**src/rtl/isr_pkg.sv**
```systemverilog
// Shared types and constants for the integer-square-root checker.
// The iteration count helper keeps the multiplier length tied to the digit width.
package isr_pkg;

    localparam int ROOT_W  = 32;
    localparam int VALUE_W = 64;
    localparam int CNT_W   = 6;

    typedef enum logic [1:0] {
        S_IDLE,
        S_MULT,
        S_CHECK,
        S_DONE
    } isr_state_t;

    function automatic int iter_count(input int bits_per_cycle);
        return ROOT_W / bits_per_cycle;
    endfunction

    function automatic bit bpc_legal(input int bits_per_cycle);
        return (bits_per_cycle == 1) || (bits_per_cycle == 2) || (bits_per_cycle == 4);
    endfunction

endpackage

```
**src/rtl/isr_shift_mult.sv**
```systemverilog
// Iterative shift-add multiplier: retires BITS_PER_CYCLE multiplier bits per step, LSB first.
// finished rises once all ROOT_W multiplier bits have been consumed and holds until the next load.
module isr_shift_mult
    import isr_pkg::*;
#(
    parameter int BITS_PER_CYCLE = 1
) (
    input  logic               clock,
    input  logic               reset,
    input  logic               load,
    input  logic               step,
    input  logic [ROOT_W-1:0]  multiplicand,
    input  logic [ROOT_W-1:0]  multiplier,
    output logic [VALUE_W-1:0] product,
    output logic               finished
);

    localparam int              N     = iter_count(BITS_PER_CYCLE);
    localparam logic [CNT_W-1:0] N_CNT = CNT_W'(N);

    logic [VALUE_W-1:0] mcand_q;
    logic [VALUE_W-1:0] acc_q;
    logic [VALUE_W-1:0] partial;
    logic [ROOT_W-1:0]  mplier_q;
    logic [CNT_W-1:0]   count_q;

    // Partial product of the shifted multiplicand with the next multiplier digit.
    always_comb begin
        partial = '0;
        for (int i = 0; i < BITS_PER_CYCLE; i++) begin
            if (mplier_q[i]) begin
                partial = partial + (mcand_q << i);
            end
        end
    end

    always_ff @(posedge clock) begin
        if (reset) begin
            mcand_q  <= '0;
            mplier_q <= '0;
            acc_q    <= '0;
            count_q  <= '0;
        end else if (load) begin
            mcand_q  <= {{(VALUE_W-ROOT_W){1'b0}}, multiplicand};
            mplier_q <= multiplier;
            acc_q    <= '0;
            count_q  <= '0;
        end else if (step && (count_q != N_CNT)) begin
            acc_q    <= acc_q + partial;
            mcand_q  <= mcand_q << BITS_PER_CYCLE;
            mplier_q <= mplier_q >> BITS_PER_CYCLE;
            count_q  <= count_q + CNT_W'(1);
        end
    end

    assign product  = acc_q;
    assign finished = (count_q == N_CNT);

endmodule

```
**src/rtl/isr_check.sv**
```systemverilog
// Verifies a candidate floor square root: squares the root iteratively, then
// registers the square, the remainder and whether root is exactly floor(sqrt(value)).
module isr_check
    import isr_pkg::*;
#(
    parameter int BITS_PER_CYCLE = 1
) (
    input  logic               clock,
    input  logic               reset,
    input  logic               start,
    input  logic [VALUE_W-1:0] value,
    input  logic [ROOT_W-1:0]  root,
    output logic               busy,
    output logic               done,
    output logic [VALUE_W-1:0] square,
    output logic [VALUE_W-1:0] remainder,
    output logic               correct
);

    if (!bpc_legal(BITS_PER_CYCLE)) begin : g_bad_bpc
        $error("isr_check: BITS_PER_CYCLE must be 1, 2 or 4");
    end

    isr_state_t         state_q;
    isr_state_t         state_d;
    logic               load;
    logic               step;
    logic               mult_finished;
    logic [VALUE_W-1:0] acc;
    logic [VALUE_W-1:0] value_q;
    logic [ROOT_W-1:0]  root_q;

    logic [VALUE_W:0]   next_sq;
    logic               sq_fits;
    logic               correct_d;
    logic [VALUE_W-1:0] remainder_d;

    isr_shift_mult #(
        .BITS_PER_CYCLE(BITS_PER_CYCLE)
    ) u_mult (
        .clock        (clock),
        .reset        (reset),
        .load         (load),
        .step         (step),
        .multiplicand (root),
        .multiplier   (root),
        .product      (acc),
        .finished     (mult_finished)
    );

    always_ff @(posedge clock) begin
        if (reset) begin
            state_q <= S_IDLE;
        end else begin
            state_q <= state_d;
        end
    end

    // DONE accepts a new start exactly like IDLE; MULT waits one cycle after the last step.
    always_comb begin
        state_d = state_q;
        load    = 1'b0;
        step    = 1'b0;
        case (state_q)
            S_IDLE, S_DONE: begin
                if (start) begin
                    load    = 1'b1;
                    state_d = S_MULT;
                end
            end
            S_MULT: begin
                if (mult_finished) begin
                    state_d = S_CHECK;
                end else begin
                    step = 1'b1;
                end
            end
            S_CHECK: state_d = S_DONE;
            default: state_d = S_IDLE;
        endcase
    end

    // (root+1)^2 reaches 2^64 for the largest root, hence the extra bit on next_sq.
    always_comb begin
        next_sq     = {1'b0, acc} + {{(VALUE_W-ROOT_W){1'b0}}, root_q, 1'b0} + (VALUE_W+1)'(1);
        sq_fits     = (acc <= value_q);
        correct_d   = sq_fits && ({1'b0, value_q} < next_sq);
        remainder_d = sq_fits ? (value_q - acc) : '0;
    end

    always_ff @(posedge clock) begin
        if (reset) begin
            value_q   <= '0;
            root_q    <= '0;
            square    <= '0;
            remainder <= '0;
            correct   <= 1'b0;
        end else begin
            if (load) begin
                value_q <= value;
                root_q  <= root;
            end
            if (state_q == S_CHECK) begin
                square    <= acc;
                remainder <= remainder_d;
                correct   <= correct_d;
            end
        end
    end

    assign busy = (state_q == S_MULT) || (state_q == S_CHECK);
    assign done = (state_q == S_DONE);

endmodule

```
**config.mk**
```make
export PLATFORM = sky130hd
export DESIGN_NAME = isr_check
export DESIGN_NICKNAME = d
export VERILOG_FILES = /design/src/rtl/isr_pkg.sv /design/src/rtl/isr_shift_mult.sv /design/src/rtl/isr_check.sv
export SDC_FILE = /design/constraint.sdc
export NUM_CORES = 1
export LEC_CHECK = 0
export CORE_MARGIN = 1.5
export CORE_UTILIZATION = 35
export CTS_CLUSTER_DIAMETER = 60
export DETAILED_ROUTE_END_ITERATION = 8
export GPL_TIMING_DRIVEN = 0
export PLACE_DENSITY = 0.59
export SLEW_MARGIN = 20
export SYNTH_ARGS = -nofsm -noshare
export SYNTH_HDL_FRONTEND = slang
export SYNTH_HIERARCHICAL = 1
export SYNTH_SLANG_ARGS = --single-unit
export TNS_END_PERCENT = 50
```
**constraint.sdc**
```tcl
create_clock -name clock -period 6.3 [get_ports clock]
set_input_delay 1.89 -clock clock [delete_from_list [all_inputs] [get_ports clock]]
set_output_delay 1.89 -clock clock [all_outputs]
set_load 0.01 [all_outputs]
```
==> flow_summary.ini <==
[logic_synthesis]
synth_edf_count = 0
ys_seq_area_frac = 0.302
synth_simple_gate_area_frac = 0.211
synth_top_area_share = 0.302
synth_mux_area_frac = 0.0265
synth_compound_area_frac = 0.245
netlist_area_mm2 = 0.0261
ys_dominant_reg_cell = dfxtp_1
synthDistinctLibCells = 101
synth-adder-area-share = 0.112
ys_warn_count = 6
ys_seq_elements = 393
synth_top_cell_by_area = dfxtp_1
synth_top_family_by_area = compound AO/OA/AOI/OAI gates
postSynthAreaPerCell_um2 = 7.62
netlist_instances = 3424
synthXorXnorAreaFrac = 0.0561
syn-num-nets = 3754
synthArstFlopShare = 0
synth_area_leaders = dfxtp_1 (30%), ha_1 (11%), a21oi_1 (9.6%), nand2_1 (8.6%), nor2_1 (4.3%)

[timing]
fin_crit_sh = 0.868
clock_skew_ns = 0.0331
fmax_ghz = 0.183
setup_viol_count_final = 0
timing.slew.headroom = 0.225
fin_crit_ns = 5.47
worst_pin_slew_ns = 1.16
hold_violations = 0
slew_violations = 0
tns_ns = 0
rsz0062_at_grt = false

[placement]
dpl_cell_area_mm2 = 0.0296
hpwl_um = 73400
place_inst = 4612
portBuffers = 229
gp_congestion = 0.947

[finish]
fin_nets = 4032
fin_cells = 4698
layout-drive-gt1-share = 0.0468
fin_area_mm2 = 0.0312
syn_to_final_growth_pct = 19.8

[clock_tree]
numCtsBuffers = 47
cts_sinks = 393
cts-root-buf = clkbuf_16
cts_max_level = 2
clock_latency_ns = 0.60
cts_setup_buffers = 0
hold_buffers = 0
cts_resized = 0
cts_max_path_buffers = 3
clk_pin_slew_ns = 0.06
cts_tree = built

[global_routing]
grt_use_total = 0.231
antenna_found_initial = 0
grt_pass1_wl_um = 136000
grt_pass1_vias = 23600
grt_overflow = 0
grt_max_degree = 15

[power_and_ir_drop]
p_leak_nw = 12.4
power.density_mw_per_mm2 = 329
p_seq_frac = 0.293
p_sw_frac = 0.398
power_mw = 10.3
clkPwrFrac = 0.287
p_switching_mw = 4.10
ir_drop_mv = 0.183
p_comb_frac = 0.420
p_int_mw = 6.18

[route]
drtIter0Drc = 1981
wl_um = 90600
via_per_inst = 5.32
drtPass1Iterations = 5
num_vias = 25000
route.detailed.drc = 0
ant_nets = 0
wl_per_cell_um = 19.3

[critical_path]
reg2reg_to = correct$_SDFFE_PP0N_
cp_cell_sequence = fa_1 -> a21o_1 -> a21oi_1 -> o21ai_0 -> a32oi_1 -> a211oi_2 -> a2111o_1 -> nand3_1 -> nor2_1 -> xnor2_1 -> ha_1 -> nand4_1 -> nor4_1 -> o21ai_0 -> o21ai_0 -> a21oi_1 -> o32a_1
cp.required_ns = 6.76
path_class = reg -> reg
reg2reg_from = u_mult/product[0]$_SDFFE_PP0P_
rr_worst_depth = 17
slowest_delay_ns = 0.53
critPathSlowestCell = a2111o_1
critPathCaptureType = flop
critPathMaxFanout = 7
cp-start-kind = flop
r2r_slack_ns = 0.83
arrival_ns = 5.93
critical_path.most_common_cell = o21ai_0

[hold_path]
min_path_type = reg -> reg
worstHoldPathCells = 2
worstHoldEndpoint = u_mult/mcand_q[63]$_SDFFE_PP0P_
holdCritStartpoint = u_mult/mcand_q[63]$_SDFFE_PP0P_

[die]
core-area_mm2 = 0.0733
std_cell_rows = 99
pin_count = 230
dieHeight_um = 276
dieArea_mm2 = 0.0762
die_w_um = 276
initial_utilization = 0.356

[run]
maxCapViolations = 0

[outcome]
status = complete, no violations
-- worst max-delay path by stage --
stage,from,to,slack [ns]
after floorplan,u_mult/product[0]$_SDFFE_PP0P_,correct$_SDFFE_PP0N_,2.21
after global placement,start,u_mult/mcand_q[58]$_SDFFE_PP0P_,0.003
after detailed placement,start,u_mult/mcand_q[58]$_SDFFE_PP0P_,0.43
after CTS,u_mult/product[0]$_SDFFE_PP0P_,correct$_SDFFE_PP0N_,0.92
after global routing,u_mult/product[0]$_SDFFE_PP0P_,correct$_SDFFE_PP0N_,0.64
final,u_mult/product[0]$_SDFFE_PP0P_,correct$_SDFFE_PP0N_,0.83
-- per-stage QoR --
stage / setup slack [ns] / utilization / hold WS (ns)
after global placement: 0.00347 / 0.403 / 0.440
after detailed placement: 0.431 / 0.403 / 0.451
after global routing: 0.644 / 0.426 / 0.465
final: 0.830 / 0.426 / 0.456
after floorplan: 2.21 / - / 0.432
after CTS: 0.918 / 0.426 / 0.460
-- synthesized netlist by cell type, drive strengths merged (29+ instances only) --
cell / n
inv: 128
buf: 45
and2: 80
o21ai: 116
nand3: 56
mux2i: 68
nand4: 44
a22oi: 37
clkbuf: 142
xor2: 56
nand2: 601
ha: 228
nor3: 29
a21oi: 504
dfxtp: 393
xnor2: 111
a21o: 107
nor2: 297
o21bai: 29
-- layout by cell type (no fill, tap or decap), drive strengths merged, types with 20 or more instances in the layout --
cell type,instances
a21oi,504
clkdlybuf4s50,229
a22o,21
a22oi,37
xnor2,111
a21o,107
nor2,297
nor3,29
dfxtp,393
buf,45
a31oi,24
nand4,44
mux2i,68
inv,135
nand2,601
ha,228
nand3,56
xor2,56
and3,27
o21bai,29
clkbuf,201
o21ai,116
o211ai,20
and2,80
o31ai,22
-- flip-flops by register name (all words and copies together) (netlist names) --
signal / cells
remainder: 64
square: 64
u_mult/mcand_q: 64
u_mult/product: 64
value_q: 64
root_q: 32
u_mult/mplier_q: 32
u_mult/count_q: 6
state_q: 2
correct: 1
-- area by class of cell --
cell class,count,area [um^2]
diodes,1,2.50
clock inverters,26,378
fillers,7531,42100
flip-flops and latches,393,7870
well taps,959,1200
multi-input cells,2715,17000
repair buffers,229,2290
plain buffers,187,782
inverters,129,484
clock buffers,59,1280
-- metal layers --
layer  vias up  part of all wire  global-route usage
met4         0             0.044               0.101
met2       672              0.44               0.372
met1     11500              0.46               0.311
met5         -                 0                   0
li1      12600                 -                   -
met3       151             0.052              0.0277
-- power groups by stage --
stage / combinational, mW / sequential, mW / clock, mW
2_1_floorplan: 2.90 / 3.01 / 0
3_3_place_gp: 4.25 / 3.06 / 0
3_5_place_dp: 4.27 / 3.06 / 0
4_1_cts: 4.30 / 3.01 / 3.00
5_1_grt: 4.73 / 3.04 / 3.10
6_report: 4.32 / 3.01 / 2.95
-- worst max-delay path, delay by kind of cell (launching register included) --
family,cells,cell delay (ns)
compound gates,10,2.97
simple gates,4,0.90
fa+ha+maj,2,0.85
xor+xnor,1,0.14
flops,1,0.47
-- kinds of logic after synthesis --
kind of cell | Yosys count
xor+xnor | 167
buf+inv | 316
simple gates | 1235
fa+ha+maj | 231
compound gates | 1013
mux | 69
flops | 393
Note: power is estimated with default switching activity, not from simulation.
